==> config.mk <==
export PLATFORM = sky130hd
export DESIGN_NAME = operand_fetch
export DESIGN_NICKNAME = d
export VERILOG_FILES = /design/src/rtl/operand_fetch.sv
export SDC_FILE = /design/constraint.sdc
export NUM_CORES = 1
export LEC_CHECK = 0
export BUFFER_PORTS_ARGS = -buffer_cell sky130_fd_sc_hd__buf_2
export CAP_MARGIN = 5
export CORE_AREA = 2 2 149 122
export DETAILED_ROUTE_END_ITERATION = 6
export DIE_AREA = 0 0 151 124
export GPL_TIMING_DRIVEN = 0
export PLACE_DENSITY = 0.83
export SYNTH_ARGS = -nofsm -noshare
export SYNTH_HDL_FRONTEND = slang
export SYNTH_SLANG_ARGS = --single-unit
==> constraint.sdc <==
create_clock -name clk -period 3.2 [get_ports clk]
set_input_delay 0.64 -clock clk [delete_from_list [all_inputs] [get_ports clk]]
set_output_delay 0.64 -clock clk [all_outputs]
set_load 0.02 [all_outputs]
==> src/rtl/operand_fetch.sv <==
// Issue stage: reads register operands, forwards same-cycle writeback, tracks busy
// destinations in a scoreboard and presents one registered slot to execute.
module operand_fetch #(
  parameter int XLEN   = 32,
  parameter int REG_AW = 5
) (
  input  logic              clk,
  input  logic              reset,
  input  logic              in_valid,
  output logic              in_ready,
  input  logic [XLEN-1:0]   in_instr,
  input  logic [REG_AW-1:0] in_rs1,
  input  logic [REG_AW-1:0] in_rs2,
  input  logic              in_use1,
  input  logic              in_use2,
  input  logic [REG_AW-1:0] in_rd,
  input  logic              in_wr,
  output logic [REG_AW-1:0] rf_rin1,
  output logic [REG_AW-1:0] rf_rin2,
  input  logic [XLEN-1:0]   rf_rs1,
  input  logic [XLEN-1:0]   rf_rs2,
  output logic              rf_en,
  output logic [REG_AW-1:0] rf_rd,
  output logic [XLEN-1:0]   rf_data,
  input  logic              wb_valid,
  input  logic [REG_AW-1:0] wb_rd,
  input  logic [XLEN-1:0]   wb_data,
  input  logic              flush,
  output logic              out_valid,
  input  logic              out_ready,
  output logic [XLEN-1:0]   out_instr,
  output logic [XLEN-1:0]   out_op1,
  output logic [XLEN-1:0]   out_op2,
  output logic [REG_AW-1:0] out_rd,
  output logic              out_wr
);

  localparam int NREG = 1 << REG_AW;

  logic [NREG-1:0]   busy_reg, busy_next;
  logic              out_valid_reg;
  logic [XLEN-1:0]   out_instr_reg, out_op1_reg, out_op2_reg;
  logic [REG_AW-1:0] out_rd_reg;
  logic              out_wr_reg;

  logic              fwd1, fwd2, haz1, haz2, waw, slot_free, issue, wr_next;
  logic [XLEN-1:0]   op1_next, op2_next;

  assign rf_rin1 = in_rs1;
  assign rf_rin2 = in_rs2;
  assign rf_en   = wb_valid && (wb_rd != '0);
  assign rf_rd   = wb_rd;
  assign rf_data = wb_data;

  assign fwd1     = wb_valid && (wb_rd == in_rs1) && (in_rs1 != '0);
  assign fwd2     = wb_valid && (wb_rd == in_rs2) && (in_rs2 != '0);
  assign op1_next = (in_rs1 == '0) ? '0 : (fwd1 ? wb_data : rf_rs1);
  assign op2_next = (in_rs2 == '0) ? '0 : (fwd2 ? wb_data : rf_rs2);

  // A source being written back this very cycle is not a hazard: it is forwarded.
  assign haz1 = in_use1 && (in_rs1 != '0) && busy_reg[in_rs1] && !fwd1;
  assign haz2 = in_use2 && (in_rs2 != '0) && busy_reg[in_rs2] && !fwd2;
  assign waw  = in_wr && (in_rd != '0) && busy_reg[in_rd] &&
                !(wb_valid && (wb_rd == in_rd));

  assign slot_free = !out_valid_reg || out_ready;
  assign in_ready  = !flush && slot_free && !haz1 && !haz2 && !waw;
  assign issue     = in_valid && in_ready;
  assign wr_next   = in_wr && (in_rd != '0);

  // Per-register scoreboard: an issue set outranks a writeback or flush clear.
  generate
    for (genvar gi = 0; gi < NREG; gi++) begin : g_busy
      if (gi == 0) begin : g_zero
        assign busy_next[gi] = 1'b0;
      end else begin : g_reg
        localparam logic [REG_AW-1:0] IDX = REG_AW'(gi);
        logic set_bit, clr_bit;
        assign set_bit = issue && wr_next && (in_rd == IDX);
        assign clr_bit = (wb_valid && (wb_rd == IDX)) ||
                         (flush && out_valid_reg && out_wr_reg && (out_rd_reg == IDX));
        assign busy_next[gi] = set_bit ? 1'b1 : (clr_bit ? 1'b0 : busy_reg[gi]);
      end
    end
  endgenerate

  always_ff @(posedge clk) begin
    if (reset) begin
      busy_reg      <= '0;
      out_valid_reg <= 1'b0;
      out_instr_reg <= '0;
      out_op1_reg   <= '0;
      out_op2_reg   <= '0;
      out_rd_reg    <= '0;
      out_wr_reg    <= 1'b0;
    end else begin
      busy_reg <= busy_next;
      if (issue) begin
        out_valid_reg <= 1'b1;
        out_instr_reg <= in_instr;
        out_op1_reg   <= op1_next;
        out_op2_reg   <= op2_next;
        out_rd_reg    <= in_rd;
        out_wr_reg    <= wr_next;
      end else if (flush || out_ready) begin
        out_valid_reg <= 1'b0;
      end
    end
  end

  assign out_valid = out_valid_reg;
  assign out_instr = out_instr_reg;
  assign out_op1   = out_op1_reg;
  assign out_op2   = out_op2_reg;
  assign out_rd    = out_rd_reg;
  assign out_wr    = out_wr_reg;

endmodule

Word level (Yosys, flattened, before mapping):

Cells that the tools add are included.

* register bits after elaboration: 135
* bits of input ports: 157
* output and inout bits: 152
* logic and storage cells: 406

* order comparisons: 3
* eq/ne operators: 96
* multiplexer cells: 74
* reduce and logical (&&, ||, !) cells: 195

Operators by type and width (count)
* $eq A5 B5 Y1 const B: 48
* $mux W32: 4
* $eq A5 B4 Y1 const B: 24
* $logic_and A1 B1 Y1: 116
* $mux W1: 67
* $reduce_bool A2 Y1: 32
* $eq A5 B3 Y1 const B: 12
* $logic_or A1 B1 Y1: 33
* $eq A5 B2 Y1 const B: 6
* $reduce_bool A5 Y1: 4
* $lt A5 B6 Y1 const B: 3
* $bmux W1 S5: 3
* $eq A5 B1 Y1 const B: 3
* $eq A5 B5 Y1: 3
* $logic_not A5 Y1: 2
* $logic_not A1 Y1: 8

Depth between registers and ports, before layout:

Gate-level depths: netlist of run 1.

* depth in word-level cells: 13
* mapped depth: 10
* mapped depth without buffers: 6

Worst setup path after synthesis of run 1:

No wires, ideal clock.

* path kind: input to output
* start: in in_rs1[1]
* end: out in_ready
* arrival time: 2650 ps
* slack: -90 ps
* stages: 7
* path buffers: 1
* cell sequence: clkbuf_1 mux4_2 nor2_1 a211oi_1 o311ai_2 nand2_1 nor4_1

* cells in the longest elaborated chain, start to end: 9

RTL lines
* start, declared: line 12 `input logic [REG_AW-1:0] in_rs1,`
* branches (longest 4 deep; another with $bmux W1 S5)
* $logic_and A1 B1 Y1 (*): line 61 `assign haz1 = in_use1 && (in_rs1 != '0) && busy_reg[in_rs1] && !fwd1;`
* $logic_not A1 Y1 (*): line 67 `assign in_ready = !flush && slot_free && !haz1 && !haz2 && !waw;`
* $logic_and A1 B1 Y1 (*) (3 in a row): line 67
* end, declared: line 10 `output logic in_ready,`

Every way passes the cells marked *. The select of a mux whose other input is x is not followed.

Worst setup path after layout of run 1:

* start: in in_rd[1]
* end: out in_ready

* cells in the longest elaborated chain, start to end: 6

RTL lines
* start, declared: line 16 `input logic [REG_AW-1:0] in_rd,`
* $bmux W1 S5, or another cell as far along: line 63 `assign waw = in_wr && (in_rd != '0) && busy_reg[in_rd] &&`
* $mux W1 (implied by the code), or another cell as far along: line 63
* $logic_and A1 B1 Y1 or $logic_not A1 Y1 (tied branches): line 63, 64
* $logic_and A1 B1 Y1 (*): line 63
* $logic_not A1 Y1 (*): line 67
* $logic_and A1 B1 Y1 (*): line 67

Every way passes the cells marked *; elsewhere a longest branch is shown, timed or not. The select of a mux whose other input is x is not followed.

==> flow_metrics.tcl, run 1 <==
set metrics [dict create \
    status "finished, final reports clean" \
    yosys_warnings 0 \
    cap_violations 0 \
    synth_seq_cells 134 \
    final_common_cell "buf_2" \
    yosysUniqueCellTypes 56 \
    slowest_stage "mux4_2" \
    netlist_area_mm2 0.008622 \
    grt.overflow.total 0 \
    hp-class "input port to flip-flop" \
    syn_avg_cell_area_um2 9.281 \
    htree_num_levels 4 \
    antenna_cells 0 \
    finalSetupViolCount 0 \
    worstSetupStartpointType "input port" \
    worst_ep_arrival_time_ns 2.55 \
    slew_headroom_pct 42.99 \
    vias_per_cell 5.722 \
    drt_iter0_drc 707 \
    synth_edf_count 0 \
    postLayoutCellArea_mm2 0.01103 \
    cts_tree "built" \
    yosys.area.top_type_share_pct 31.11 \
    grt_pass1_vias 7809 \
    worstPathCellList "clkbuf_4, mux4_2, o21ai_0, o221ai_2, and3_1, nor4_2, buf_2" \
    wl_um 29810 \
    ys_seq_area_share_pct 31.11 \
    worst_ep_required_time_ns 2.56 \
    grt_max_degree 17 \
    yosysTopAreaCell "dfxtp_1" \
    die_w_um 151 \
    most-common-layout-cells "buf_2, dfxtp_1, nand2b_1" \
    power.density_mw_per_mm2 424.2 \
    hold_viol_final 0 \
    syn-num-nets 1086 \
    route.detailed.drc 0 \
    clock-sinks 134 \
    wl_per_cell_um 20.10 \
    first_pass_iters 5 \
    pin_count 309 \
    p_leak_nw 4.916 \
    irDropWorstVdd_mv 0.3469 \
    die_area_mm2 0.01872 \
    hpwl_um 22740 \
    cts_hold_buf 0 \
    crit_path_max_fanout 9 \
    grtUsageTotal_pct 30.75 \
    path_class "input port to output pin" \
    antenna_found_initial 1 \
    layout-drive-gt1-share_pct 41.02 \
    period_share_pct 99.60 \
    instances_no_fill 1483 \
    row_count 43 \
    place_area_mm2 0.01040 \
    gp_congestion 1.019 \
    nNetsFinal 1402 \
    dp_cells 1452 \
    whs_ns 0.4694 \
    root_buffer "clkbuf_16" \
    ys.flop_type "dfxtp_1" \
    initial_core_util_pct 50.39 \
    clk_pin_slew_ns 0.06 \
    portBuffers 298 \
    ant_nets 0 \
    cp-end-kind "output pin" \
    cts_buffers 17 \
    clk_path_buf_depth 2 \
    postSynth.asyncResetShare_pct 0 \
    synth_area_leaders "dfxtp_1, mux2_2, mux2i_1" \
    skew_ns 0.01193 \
    synthCells 929 \
    slew_violations 0 \
    critPathMaxStageDelay_ns 0.52 \
    fmax_mhz 313.8 \
    fin_tns_setup_ns 0 \
    min_period_ns 3.187 \
    fin_util_pct 64.47 \
    area_growth_pct 27.92 \
    worst_pin_slew_ns 0.8532 \
    vias 8485 \
    clk_latency_ns 0.43 \
    grt_pass1_wl_um 43470 \
    die_y_um 124 \
    core_area_mm2 0.01711 \
]
[routing by layer]
layer	GRT usage, %	routed length, µm
met1	40.94	12300
met2	48.89	13740
met3	7.766	3114
met4	10.34	650
met5	0	0
[cell families after synthesis]
logic type | Yosys count | share of synthesized area (%)
multiplexers | 167 | 23.16
XOR/XNOR | 15 | 1.524
AND/OR/NAND/NOR | 324 | 21.16
flip-flops | 134 | 31.11
AO/OA/AOI/OAI | 153 | 13.68
buffers and inverters | 136 | 9.360
[worst paths after layout]
path                  from            end  slack (ns)  cells after the start
max               in_rd[1]       in_ready        0.01                      7
min           in_instr[12]  out_instr[12]        0.47                      3
max reg2reg   busy_reg[17]   busy_reg[11]        0.43                      8
min reg2reg  out_instr[31]  out_instr[31]        0.47                      2
[synth_stat cells, drive strengths merged (2+ instances only)]
cell type  instances
a211oi             3
a21oi             35
a221oi             2
a31oi              4
and3               3
buf               77
clkbuf            53
dfxtp            134
inv                6
mux2              72
mux2i             78
mux4              17
nand2             80
nand2b           119
nand3             17
nand3b             5
nand4              2
nor2               8
nor2b             70
nor3b              2
nor4               3
o211ai            34
o21ai              7
o221ai            29
o31ai              4
o41ai             27
or2                3
or3                5
or4                3
xnor2              7
xor2               8
[timing repair]
item | CTS | global route
setup buffers | 2 | 1
pin swaps | 2 | 1
gates resized for setup | 5 | 13
setup endpoints to repair | 1 | 1
[final cells by class]
type / count / area, µm²
multi-input combinational: 659 / 5160
buffer: 126 / 788.3
inverter: 6 / 22.52
timing repair buffer: 301 / 1516
clock inverter: 14 / 148.9
tap: 225 / 281.5
fill: 1458 / 6080
clock buffer: 18 / 429.2
sequential: 134 / 2683
[through the flow]
stage / total power, W / setup slack, ns
after floorplan: 0.002385 / 0.1256
after global placement: 0.002709 / -0.2280
after detailed placement: 0.002726 / -0.2909
after CTS: 0.004670 / 0.005093
after global routing: 0.004831 / -0.04769
final: 0.004679 / 0.01288
[report_power, final]
group	switching [W]	internal, W
sequential	0.0000402	0.00173
combinational	0.000541	0.000396
clock	0.000816	0.00115
total	0.00140	0.00328
[worst max-delay path: cells and delay by family]
kind	cells	cell delay, ns
buffers and inverters	2	0.41
AND/OR/NAND/NOR	2	0.44
multiplexers	1	0.52
AO/OA/AOI/OAI	2	0.53
(Power assumes the default switching activity.)
==> inputs of run 2 (changes only) <==
--- a/config.mk
+++ b/config.mk
@@ -7,11 +7,12 @@
 export LEC_CHECK = 0
 export BUFFER_PORTS_ARGS = -buffer_cell sky130_fd_sc_hd__buf_2
 export CAP_MARGIN = 5
-export CORE_AREA = 2 2 149 122
+export CORE_AREA = 2 2 166 135
 export DETAILED_ROUTE_END_ITERATION = 6
-export DIE_AREA = 0 0 151 124
+export DIE_AREA = 0 0 168 137
 export GPL_TIMING_DRIVEN = 0
-export PLACE_DENSITY = 0.83
+export PLACE_DENSITY = 0.69
+export REMOVE_ABC_BUFFERS = 1
 export SYNTH_ARGS = -nofsm -noshare
 export SYNTH_HDL_FRONTEND = slang
 export SYNTH_SLANG_ARGS = --single-unit
==> run 2 against run 1 <==
Routed wire length decreased by 8.1%. Via count decreased by 7.6%. Highest routed layer is now met5. Register-to-register slack got worse by 0.15 ns. Die area increased by 23%. Total power increased by 5.2%. Largest cell class unchanged. Critical endpoint unchanged. Critical path type unchanged. Cell count decreased by 3.6%. Clock power increased by 16%. Largest power group unchanged. Global-route usage decreased by 8.3 points.
==> flow_metrics.tcl, run 2 (synthesis results as in run 1) <==
set metrics [dict create \
    route.detailed.drc 0 \
    worst_pin_slew_ns 1.003 \
    clk_path_buf_depth 2 \
    grt_pass1_wl_um 39990 \
    hpwl_um 18780 \
    finalSetupViolCount 0 \
    critPathMaxStageDelay_ns 0.58 \
    clk_pin_slew_ns 0.06 \
    htree_num_levels 4 \
    irDropWorstVdd_mv 0.2983 \
    worstPathCellList "buf_8, mux4_1, mux2_2, o22ai_1, or4_4, nand2_1, nor4_2, buf_4" \
    status "finished, final reports clean" \
    instances_no_fill 1429 \
    grt_max_degree 127 \
    antenna_found_initial 1 \
    fillers 1994 \
    grt_pass1_vias 7148 \
    crit_path_max_fanout 15 \
    power.density_mw_per_mm2 460.4 \
    die_w_um 168 \
    first_pass_iters 5 \
    die_y_um 137 \
    grtUsageTotal_pct 22.42 \
    grt.overflow.total 0 \
    cts_buffers 17 \
    gp_congestion 0.8867 \
    portBuffers 308 \
    initial_core_util_pct 40.44 \
    dp_cells 1389 \
    slew_headroom_pct 32.83 \
    slew_violations 0 \
    slowest_stage "mux4_1" \
    preCtsSetupSlack_ns -0.8692 \
    timing.final.ws_setup_ns 0.06449 \
    clock-sinks 134 \
    area_growth_pct 23.97 \
    fin_tns_setup_ns 0 \
    drt_iter0_drc 598 \
    wl_um 27400 \
    cts_tree "built" \
    worst_ep_required_time_ns 2.56 \
    most-common-layout-cells "buf_2, dfxtp_1, nand2b_1" \
    period_share_pct 97.98 \
    ant_nets 0 \
    p_leak_nw 4.657 \
    cap_violations 0 \
    path_class "input port to output pin" \
    row_count 48 \
    die_area_mm2 0.02302 \
    final_common_cell "buf_2" \
    vias 7840 \
    worstSetupStartpointType "input port" \
    min_period_ns 3.136 \
    grt_setup_unrepaired "no" \
    hold_viol_final 0 \
    root_buffer "clkbuf_16" \
    cp-end-kind "output pin" \
    layout-drive-gt1-share_pct 40.55 \
    core_area_mm2 0.02132 \
    wl_per_cell_um 19.17 \
    pin_count 309 \
    clk_latency_ns 0.41 \
    skew_ns 0.01208 \
    vias_per_cell 5.486 \
    fmax_mhz 318.9 \
    nNetsFinal 1299 \
    worst_ep_arrival_time_ns 2.50 \
    hp-class "flip-flop to flip-flop" \
    antenna_cells 0 \
    whs_ns 0.4685 \
]
==> run 2: changes by cell type in the layout (fill, tap and decap cells not counted), moves of 3 or more <==
cell	previous run	this run
buf_1	3	0
clkinvlp_4	4	0
buf_2	311	298
bufinv_16	2	6
buf_12	5	1
buf_16	0	3
buf_4	54	12
clkbuf_1	48	1
clkinv_2	3	0
==> run 2: critical path, delay by kind of cell <==
family | cells | cell delay, ns
multiplexers | 2 | 0.89
AND/OR/NAND/NOR | 3 | 0.46
AO/OA/AOI/OAI | 1 | 0.15
buffers and inverters | 2 | 0.35
==> run 2: timing repair <==
action	CTS	global route
gates resized for setup	12	13
cloned	1	1
setup endpoints to repair	90	24
pin swaps	3	2
buffers inserted	4	3
hold buffers	0	0
==> run 2: cell type report <==
cell class | count | area, µm² | area share [%]
clock inverters | 13 | 241.5 | 2.259
flip-flops and latches | 134 | 2683 | 25.10
well taps | 275 | 344.1 | 3.219
multi-input cells | 661 | 5195 | 48.60
inverters | 6 | 22.52 | 0.2107
repair buffers | 322 | 1774 | 16.60
clock buffers | 18 | 429.2 | 4.015
==> run 2: power by group <==
group | leakage [nW] | internal, W | switching (W)
sequential | 1.09 | 0.00173 | 0.0000339
combinational | 3.24 | 0.000352 | 0.000517
clock | 0.327 | 0.00148 | 0.000807
total | 4.66 | 0.00356 | 0.00136
==> run 2: routing by layer <==
metal / GRT usage (%) / vias up / wire length (µm)
met5: 1.304 / - / 38
met4: 5.749 / 2 / 296
met3: 7.027 / 24 / 2804
met2: 34.96 / 415 / 12250
met1: 30.04 / 3689 / 12010
li1: - / 3710 / -
==> run 2: worst paths after layout <==
check | startpoint | to | slack (ns) | cells after the start
min reg2reg | out_instr[31] | out_instr[31] | 0.47 | 2
min | out_instr[31] | out_instr[31] | 0.47 | 2
max reg2reg | busy_reg[8] | busy_reg[5] | 0.28 | 7
max | in_rs2[0] | in_ready | 0.06 | 8
==> run 2: stage by stage <==
stage	utilization (%)	area (µm²)	total power [W]
after global placement	45.60	9723	0.002630
final	50.14	10690	0.004921
after CTS	49.86	10630	0.004957
after detailed placement	46.36	9883	0.002644
after floorplan	-	7838	0.002213
after global routing	50.14	10690	0.005103
==> inputs of run 3 (changes only) <==
--- a/config.mk
+++ b/config.mk
@@ -11,7 +11,7 @@
 export DETAILED_ROUTE_END_ITERATION = 6
 export DIE_AREA = 0 0 168 137
 export GPL_TIMING_DRIVEN = 0
-export PLACE_DENSITY = 0.69
+export PLACE_DENSITY = 0.72
 export REMOVE_ABC_BUFFERS = 1
 export SYNTH_ARGS = -nofsm -noshare
 export SYNTH_HDL_FRONTEND = slang
==> constraint.sdc (replaced) <==
create_clock -name clk -period 2.6 [get_ports clk]
set_input_delay 0.52 -clock clk [delete_from_list [all_inputs] [get_ports clk]]
set_output_delay 0.52 -clock clk [all_outputs]
set_load 0.02 [all_outputs]
==> run 3 against run 2 <==
Non-clock buffer count decreased by 3. Clock power is 15% higher. Highest routed layer is now met4. Sequential power grew 23%. Routed wire length increased by 6.4%. Via count rose by 4.2%. The run now ends with setup timing left. Largest cell class unchanged.
==> flow_metrics.tcl, run 3 (synthesis results as in run 1) <==
set metrics [dict create \
    clk_path_buf_depth 2 \
    holdPathEnd "out_instr[5]" \
    worstPathCellList "buf_4, mux2_2, a221o_1, a211oi_2, or4_4, nand2_1, nor4_2, buf_4" \
    irDropWorstVdd_mv 0.3191 \
    slew_violations 0 \
    layout-drive-gt1-share_pct 42.58 \
    grt_pass1_wl_um 43460 \
    hold_start "in_instr[5]" \
    first_pass_iters 5 \
    rrSetupSlack_ns -0.23 \
    slowest_stage "mux2_2" \
    ant_nets 0 \
    core_area_mm2 0.02132 \
    reg2regPathDepth 7 \
    wl_um 29160 \
    final_common_cell "buf_2" \
    wl_per_cell_um 20.42 \
    vias 8167 \
    initial_core_util_pct 40.44 \
    clk_latency_ns 0.42 \
    grt.overflow.total 0 \
    area_growth_pct 25.27 \
    whs_ns 0.3595 \
    grt_max_degree 136 \
    die_w_um 168 \
    hpwl_um 19130 \
    critPathMaxStageDelay_ns 0.36 \
    period_share_pct 111.6 \
    path_class "input port to output pin" \
    violations "setup timing" \
    timing.final.ws_setup_ns -0.3013 \
    whs_path_depth 3 \
    timing.rr.start "busy_reg[19]" \
    worst_ep_required_time_ns 2.08 \
    cts_tree "built" \
    portBuffers 308 \
    status "finished with violations" \
    clk_pin_slew_ns 0.07 \
    hold_viol_final 0 \
    die_area_mm2 0.02302 \
    cts_buffers 17 \
    finalSetupViolCount 41 \
    grtUsageTotal_pct 24.52 \
    row_count 48 \
    reg2reg_to "busy_reg[30]" \
    nNetsFinal 1297 \
    vias_per_cell 5.719 \
    slew_headroom_pct 33.76 \
    antenna_found_initial 0 \
    power.density_mw_per_mm2 546.5 \
    path_depth 8 \
    cpMostUsedCell "buf_4" \
    skew_ns 0.01321 \
    fmax_mhz 344.7 \
    drt_iter0_drc 846 \
    total_power_w 0.005903 \
    route.detailed.drc 0 \
    htree_num_levels 4 \
    die_y_um 137 \
    antenna_cells 0 \
    p_leak_nw 4.704 \
    grt_setup_unrepaired "yes" \
    clock-sinks 134 \
    worstSetupStartpointType "input port" \
    pin_count 309 \
    most-common-layout-cells "buf_2, dfxtp_1, nand2b_1" \
    cp_top_family "compound AO/OA/AOI/OAI gates" \
    min_period_ns 2.901 \
    root_buffer "clkbuf_16" \
    cp-end-kind "output pin" \
    fillers 1951 \
    worst_ep_arrival_time_ns 2.38 \
    worst_pin_slew_ns 0.9937 \
    crit_path_max_fanout 13 \
    hp-class "input port to flip-flop" \
    gp_congestion 0.9613 \
    cap_violations 0 \
    grt_pass1_vias 7764 \
    path_buf_inv 2 \
]
-- run 3: changes by cell type in the layout (fill, tap and decap cells not counted), moves of 3 or more --
cell,before,now
o41ai_2,3,9
clkinvlp_4,0,3
dfxtp_2,0,13
o41ai_1,24,18
buf_2,298,293
dfxtp_1,134,121
-- run 3: tightest hold or removal path, stage by stage --
cell	delay, ns
buf_2	0.10
nand2b_1	0.05
mux2i_1	0.06
-- run 3: how the worst max path moves through the flow --
stage	slack [ns]	to	start
5_1_grt	-0.33	in_ready	in_rs2[2]
3_5_place_dp	-1.54	busy_reg[31]	in_rs2[1]
6_report	-0.30	in_ready	in_rs2[1]
4_1_cts	-0.29	in_ready	busy_reg[23]
3_3_place_gp	-4.87	out_op2[12]	in_rs2[0]
2_1_floorplan	-1.66	busy_reg[1]	wb_rd[1]
-- run 3: area by class of cell --
type	count	area [µm²]	share of cell area [%]
clock buffer	19	432.9	4.008
clock inverter	13	195.2	1.807
inverter	6	22.52	0.2085
multi-input combinational	662	5328	49.33
sequential	134	2699	24.99
tap	275	344.1	3.186
timing repair buffer	319	1779	16.47
-- run 3: per-layer routing --
layer  routed length [µm]  GRT usage (%)
met3                 3283          7.461
met1                12250          32.18
met5                    0              0
met4                  568          8.357
met2                13050          38.50
-- run 3: timing repair --
action | CTS | global route
hold buffers | 0 | 0
setup buffers | 3 | 1
gates resized for setup | 48 | 16
endpoints found under the setup margin | 135 | 83
cloned | 3 | 0
pin swaps | 11 | 7
-- run 3: power breakdown --
part	switching, W	internal, W
combinational	0.000668	0.000442
sequential	0.0000424	0.00213
clock	0.000994	0.00162
-- run 3: through the flow --
step	cells	setup TNS [ns]	utilization [%]	area (µm²)	setup WS (ns)
2_1_floorplan	799	-156.52	-	7838	-1.662
3_3_place_gp	1382	-485.22	45.60	9723	-4.868
3_5_place_dp	1389	-154.67	46.31	9873	-1.542
4_1_cts	1427	-3.849	50.42	10750	-0.2900
5_1_grt	1428	-8.715	50.66	10800	-0.3291
6_report	1428	-5.266	50.66	10800	-0.3013
